<file path="src/rtl/multicycle_control.sv">
// Multicycle control FSM for a RISC-V style core.
// It sequences FETCH -> DECODE -> EXECUTE -> [MEMORY] -> [WRITEBACK] and drives
// the datapath strobes. A memory request that waits too long halts the core.
// An illegal opcode also halts the core. Only RESET leaves HALT.
module multicycle_control #(
  parameter int unsigned TIMEOUT_CYCLES = 15
) (
  input  logic       CLK,
  input  logic       RESET,
  input  logic [6:0] OPCODE,
  input  logic       BRANCH_TAKEN,
  input  logic       MEM_READY,
  output logic       MEM_REQ,
  output logic       MEM_WE,
  output logic       ADDR_SEL,
  output logic       IR_WRITE,
  output logic [2:0] ALUOP,
  output logic       REG_WRITE,
  output logic [1:0] WB_SEL,
  output logic       PC_WRITE,
  output logic [1:0] PC_SEL,
  output logic       TRAP,
  output logic [1:0] TRAP_CAUSE
);

  typedef enum logic [2:0] {
    S_FETCH, S_DECODE, S_EXECUTE, S_MEMORY, S_WRITEBACK, S_HALT
  } state_t;

  localparam logic [6:0] OP_R     = 7'b0110011;
  localparam logic [6:0] OP_I     = 7'b0010011;
  localparam logic [6:0] OP_LOAD  = 7'b0000011;
  localparam logic [6:0] OP_STORE = 7'b0100011;
  localparam logic [6:0] OP_BR    = 7'b1100011;
  localparam logic [6:0] OP_LUI   = 7'b0110111;
  localparam logic [6:0] OP_AUIPC = 7'b0010111;
  localparam logic [6:0] OP_JAL   = 7'b1101111;
  localparam logic [6:0] OP_JALR  = 7'b1100111;

  localparam logic [2:0] C_R     = 3'b000;
  localparam logic [2:0] C_I     = 3'b001;
  localparam logic [2:0] C_LOAD  = 3'b010;
  localparam logic [2:0] C_STORE = 3'b011;
  localparam logic [2:0] C_BR    = 3'b100;
  localparam logic [2:0] C_LUI   = 3'b101;
  localparam logic [2:0] C_AUIPC = 3'b110;
  localparam logic [2:0] C_JMP   = 3'b111;

  localparam logic [1:0] CAUSE_NONE    = 2'b00;
  localparam logic [1:0] CAUSE_ILLEGAL = 2'b01;
  localparam logic [1:0] CAUSE_TIMEOUT = 2'b10;

  // The fault fires on the TIMEOUT_CYCLES-th consecutive wait cycle. A MEM_READY
  // in that same cycle is an ordinary completion.
  localparam logic [7:0] WAIT_LAST = 8'(TIMEOUT_CYCLES - 1);

  state_t     state_q, state_d;
  logic [2:0] cls_q, cls_d;
  logic       jalr_q, jalr_d;      // separates JALR from JAL inside class 111
  logic [7:0] wait_q, wait_d;
  logic [1:0] cause_q, cause_d;

  logic [2:0] opc_cls;
  logic       opc_jalr;
  logic       opc_legal;
  logic       mem_phase;
  logic       timeout_hit;

  // Map the opcode to an instruction class.
  always_comb begin
    opc_cls   = C_R;
    opc_jalr  = 1'b0;
    opc_legal = 1'b1;
    unique case (OPCODE)
      OP_R:     opc_cls = C_R;
      OP_I:     opc_cls = C_I;
      OP_LOAD:  opc_cls = C_LOAD;
      OP_STORE: opc_cls = C_STORE;
      OP_BR:    opc_cls = C_BR;
      OP_LUI:   opc_cls = C_LUI;
      OP_AUIPC: opc_cls = C_AUIPC;
      OP_JAL:   opc_cls = C_JMP;
      OP_JALR: begin
        opc_cls  = C_JMP;
        opc_jalr = 1'b1;
      end
      default:  opc_legal = 1'b0;
    endcase
  end

  assign mem_phase   = (state_q == S_FETCH) || (state_q == S_MEMORY);
  assign timeout_hit = mem_phase && !MEM_READY && (wait_q == WAIT_LAST);

  // State, class, wait counter and trap cause registers.
  always_ff @(posedge CLK) begin
    if (RESET) begin
      state_q <= S_FETCH;
      cls_q   <= C_R;
      jalr_q  <= 1'b0;
      wait_q  <= 8'd0;
      cause_q <= CAUSE_NONE;
    end else begin
      state_q <= state_d;
      cls_q   <= cls_d;
      jalr_q  <= jalr_d;
      wait_q  <= wait_d;
      cause_q <= cause_d;
    end
  end

  // Next-state logic. The wait counter counts only while the request stays open.
  always_comb begin
    state_d = state_q;
    cls_d   = cls_q;
    jalr_d  = jalr_q;
    cause_d = cause_q;
    unique case (state_q)
      S_FETCH: begin
        if (MEM_READY) state_d = S_DECODE;
        else if (timeout_hit) begin
          state_d = S_HALT;
          cause_d = CAUSE_TIMEOUT;
        end
      end
      S_DECODE: begin
        cls_d  = opc_cls;
        jalr_d = opc_jalr;
        if (opc_legal) state_d = S_EXECUTE;
        else begin
          state_d = S_HALT;
          cause_d = CAUSE_ILLEGAL;
        end
      end
      S_EXECUTE: begin
        if (cls_q == C_LOAD || cls_q == C_STORE) state_d = S_MEMORY;
        else if (cls_q == C_BR)                  state_d = S_FETCH;
        else                                     state_d = S_WRITEBACK;
      end
      S_MEMORY: begin
        if (MEM_READY) state_d = (cls_q == C_STORE) ? S_FETCH : S_WRITEBACK;
        else if (timeout_hit) begin
          state_d = S_HALT;
          cause_d = CAUSE_TIMEOUT;
        end
      end
      S_WRITEBACK: state_d = S_FETCH;
      S_HALT:      state_d = S_HALT;
      default:     state_d = S_HALT;
    endcase
    if (mem_phase && !MEM_READY && state_d == state_q) wait_d = wait_q + 8'd1;
    else                                                wait_d = 8'd0;
  end

  // Output decode. Outputs are forced low during a reset cycle so that an
  // in-flight request is dropped without issuing any strobe.
  always_comb begin
    MEM_REQ    = 1'b0;
    MEM_WE     = 1'b0;
    ADDR_SEL   = 1'b0;
    IR_WRITE   = 1'b0;
    ALUOP      = 3'b000;
    REG_WRITE  = 1'b0;
    WB_SEL     = 2'b00;
    PC_WRITE   = 1'b0;
    PC_SEL     = 2'b00;
    TRAP       = 1'b0;
    TRAP_CAUSE = 2'b00;
    if (!RESET) begin
      TRAP_CAUSE = cause_q;
      unique case (state_q)
        S_FETCH: begin
          MEM_REQ  = 1'b1;
          IR_WRITE = MEM_READY;
        end
        S_DECODE: ;
        S_EXECUTE: begin
          ALUOP = cls_q;
          if (cls_q == C_BR) begin
            PC_WRITE = 1'b1;
            PC_SEL   = BRANCH_TAKEN ? 2'b01 : 2'b00;
          end
        end
        S_MEMORY: begin
          ALUOP    = cls_q;
          MEM_REQ  = 1'b1;
          ADDR_SEL = 1'b1;
          MEM_WE   = (cls_q == C_STORE);
          PC_WRITE = MEM_READY && (cls_q == C_STORE);
        end
        S_WRITEBACK: begin
          ALUOP     = cls_q;
          REG_WRITE = 1'b1;
          PC_WRITE  = 1'b1;
          if (cls_q == C_LOAD)     WB_SEL = 2'b01;
          else if (cls_q == C_JMP) WB_SEL = 2'b10;
          if (cls_q == C_JMP)      PC_SEL = jalr_q ? 2'b10 : 2'b01;
        end
        S_HALT: TRAP = 1'b1;
        default: TRAP = 1'b1;
      endcase
    end
  end

endmodule
</file>
<file path="config.mk">
export PLATFORM = sky130hd
export DESIGN_NAME = multicycle_control
export DESIGN_NICKNAME = d
export VERILOG_FILES = /design/src/rtl/multicycle_control.sv
export SDC_FILE = /design/constraint.sdc
export NUM_CORES = 1
export LEC_CHECK = 0
export ABC_CLOCK_PERIOD_IN_PS = 4750
export CAP_MARGIN = 20
export CORE_MARGIN = 5
export CORE_UTILIZATION = 23
export DETAILED_ROUTE_END_ITERATION = 10
export REMOVE_ABC_BUFFERS = 1
export SYNTH_ARGS = -nofsm -noshare
export SYNTH_HDL_FRONTEND = slang
export SYNTH_SLANG_ARGS = --single-unit
</file>
<file path="constraint.sdc">
create_clock -name CLK -period 4.75 [get_ports CLK]
set_clock_uncertainty 0.15 [all_clocks]
set_input_delay 0.95 -clock CLK [delete_from_list [all_inputs] [get_ports CLK]]
set_output_delay 0.95 -clock CLK [all_outputs]
set_load 0.01 [all_outputs]
</file>
==> reports/results.tsv <==
metric	value	unit
number of post-CTS setup repair buffers	0	
synthesized cell area	0.00113	mm^2
setup TNS	0	ns
Peak VDD IR	0.0000927	V
core area	0.00475	mm^2
CP Capture Type	primary output	
Post-DP Area	0.00144	mm^2
Layout fillers	528	
Final ANT Viol Nets	0	
num rows	25	
routed length per placed instance	11.1	um
area of the multi-input gates	729	um^2
Die Ht	80.1	um
worst path arrival time	2.55	ns
clock latency on the worst-skew pair	0.25	ns
CTS Hold Buffers Added	0	
Syn. warnings	0	
routed wire length	2590	um
Pwr Density	233	mW/mm^2
Final Cell Area	0.00149	mm^2
ys flop type	dfxtp_1	
proportion of layout cells with a drive suffix above 1	7.19	%
largest net degree at the start of global routing	19	
Slew @ Worst Pin	0.688	ns
first-pass GRT wire length	4210	um
Area Overhead vs Synth	31.9	%
Internal	244	uW
most frequent cell after synthesis	nor2_1	
TritonCTS buffer count	3	
Reg-to-Reg End	cause_q[1]$_SDFFE_PP0P_	
R2R Setup Slk	2.77	ns
Leak	0.491	nW
Crit Path Max Fanout	5	
Post-layout nets	181	
root buffer cell	clkbuf_8	
Worst slew margin	54.1	%
Max H-tree Level	1	
CP required	3.65	ns
register bit total from synthesis	17	
initial antenna violation count	0	
WHS	0.313	ns
Clk network pwr share	30.7	%
HP Class	register to register	
Power Total	347	uW
Die W	80.1	um
initial drt markers	60	
Yosys top cell by area	dfxtp_1	
global route overflow	0	
Slowest cell on crit path	clkdlybuf4s50_1	
Post-CTS Resized	0	
worst r2r path cells	3	
asr flop ratio synth	0	%
Final Slew Violations	0	
Seq/Total Area, Yosys	30.1	%
Unique masters post-synth	47	
clock sinks	17	
DR DRC count	0	
Die Area	0.00641	mm^2
reg-to-reg startpoint	state_q[0]$_SDFF_PP0_	
Critical Setup Path Class	input port to primary output	
max cap viols	0	
total vias in the final route	1082	
Vias/cell	4.62	
drt first pass iters	5	
cells along the critical path	clkdlybuf4s50_1 -> nand2b_1 -> nor4_1 -> clkdlybuf4s50_1	
final hold violations	0	
switching power	103	uW
vias in the first global route	944	
minimum clock period	3.65	ns
fin crit share	76.8	%
status	finished clean	
maximum clock rate	274	MHz
unrepaired setup endpoints after global routing	false	
average size of a mapped cell	7.90	um^2
initial core utilization	23.8	%
Sw Share	29.7	%
Synth Instances	143	
CTS tree	done	
RePlAce Congestion	0.764	
crit path from	RESET	
CP endpoint	WB_SEL[0]	
Post-synth top cells	nor2_1, dfxtp_1, nand2_1	
post-synth top area share	30.1	%
Seq. cell area	340	um^2
Sequential Power Share	47.2	%
clk buf depth	2	
Post-synth EDFFs	0	
startpoint types	input port	
setup violation total in the final timing report	0	
clk slew on worst S/H paths	0.07	ns
fin util	31.3	%
Area contributors post-synth	dfxtp_1, nor2_1, xor2_1, a21oi_1, and2_1	
Tot GR Track Use	8.13	%
Comb power frac	22.1	%
total I/O pin count	27	
IO Port Bufs	26	
Most common cell on crit path	clkdlybuf4s50_1	
DP HPWL	1970	um
crit-path max cell delay	0.60	ns
Ant. Diodes	0	
## metrics by stage
step           setup slack (ns)  instances
2_1_floorplan              2.11        136
3_3_place_gp               1.08        230
3_5_place_dp               1.11        230
4_1_cts                    1.09        234
5_1_grt                   0.946        234
6_report                   1.10        234
## logic make-up after synthesis
group	count (synthesis)	share of synthesized area (%)
simple gates	75	37.4
compound gates	28	18.7
flops	17	30.1
buf+inv	13	5.31
xor+xnor	8	6.20
fa+ha+maj	2	2.21
## sequential cells by signal (all words and copies together), names as in the netlist
signal	count
cause_q	2
cls_q	3
jalr_q	1
state_q	3
wait_q	8
## worst max-delay path: cells and delay by family
family,cells,cell delay [ns]
simple gates,2,0.53
buf+inv,2,1.07
## power groups by stage
stage               registers (mW)  clock network, mW  logic (mW)
finish                       0.164              0.107      0.0767
CTS                          0.163              0.112      0.0777
global placement             0.167                  0      0.0772
detailed placement           0.167                  0      0.0774
global route                 0.165              0.117      0.0841
floorplan                    0.162                  0      0.0449
## per-layer routing
metal  share of wire [%]  global-route usage, %
met2                  45                   12.3
met4                 1.3                   3.55
met1                  49                   11.2
met3                 4.4                   1.57
met5                   0                      0
## worst min path at each step
stage                                  from                      end  depth (start not counted)
detailed placement  cause_q[0]$_SDFFE_PP0P_  cause_q[0]$_SDFFE_PP0P_                          2
floorplan           cause_q[0]$_SDFFE_PP0P_  cause_q[0]$_SDFFE_PP0P_                          2
CTS                 cause_q[0]$_SDFFE_PP0P_  cause_q[0]$_SDFFE_PP0P_                          2
finish              cause_q[0]$_SDFFE_PP0P_  cause_q[0]$_SDFFE_PP0P_                          2
global route        cause_q[0]$_SDFFE_PP0P_  cause_q[0]$_SDFFE_PP0P_                          2
global placement    cause_q[0]$_SDFFE_PP0P_  cause_q[0]$_SDFFE_PP0P_                          2
## cell usage in the layout (no fill, tap or decap), types with 3 or more instances in the layout
| master | n |
|---|---|
| clkdlybuf4s50_1 | 26 |
| nor2_1 | 20 |
| dfxtp_1 | 17 |
| nand2_1 | 10 |
| a21oi_1 | 9 |
| and2_1 | 6 |
| inv_1 | 6 |
| xor2_1 | 6 |
| o21ai_0 | 5 |
| nor3_1 | 5 |
| nor4_1 | 4 |
| nand3b_1 | 4 |
| nor2b_1 | 3 |
| nand2b_1 | 3 |
| nand4_1 | 3 |
| clkbuf_8 | 3 |
## cell type report
| class | count | share of cell area, % |
|---|---|---|
| inverter | 6 | 1.51 |
| multi-input combinational | 113 | 49.0 |
| sequential | 17 | 22.8 |
| clock inverter | 1 | 0.336 |
| clock buffer | 3 | 2.77 |
| timing repair buffer | 27 | 18.0 |
| tap | 67 | 5.63 |
Power figures use the tool's default switching activity.
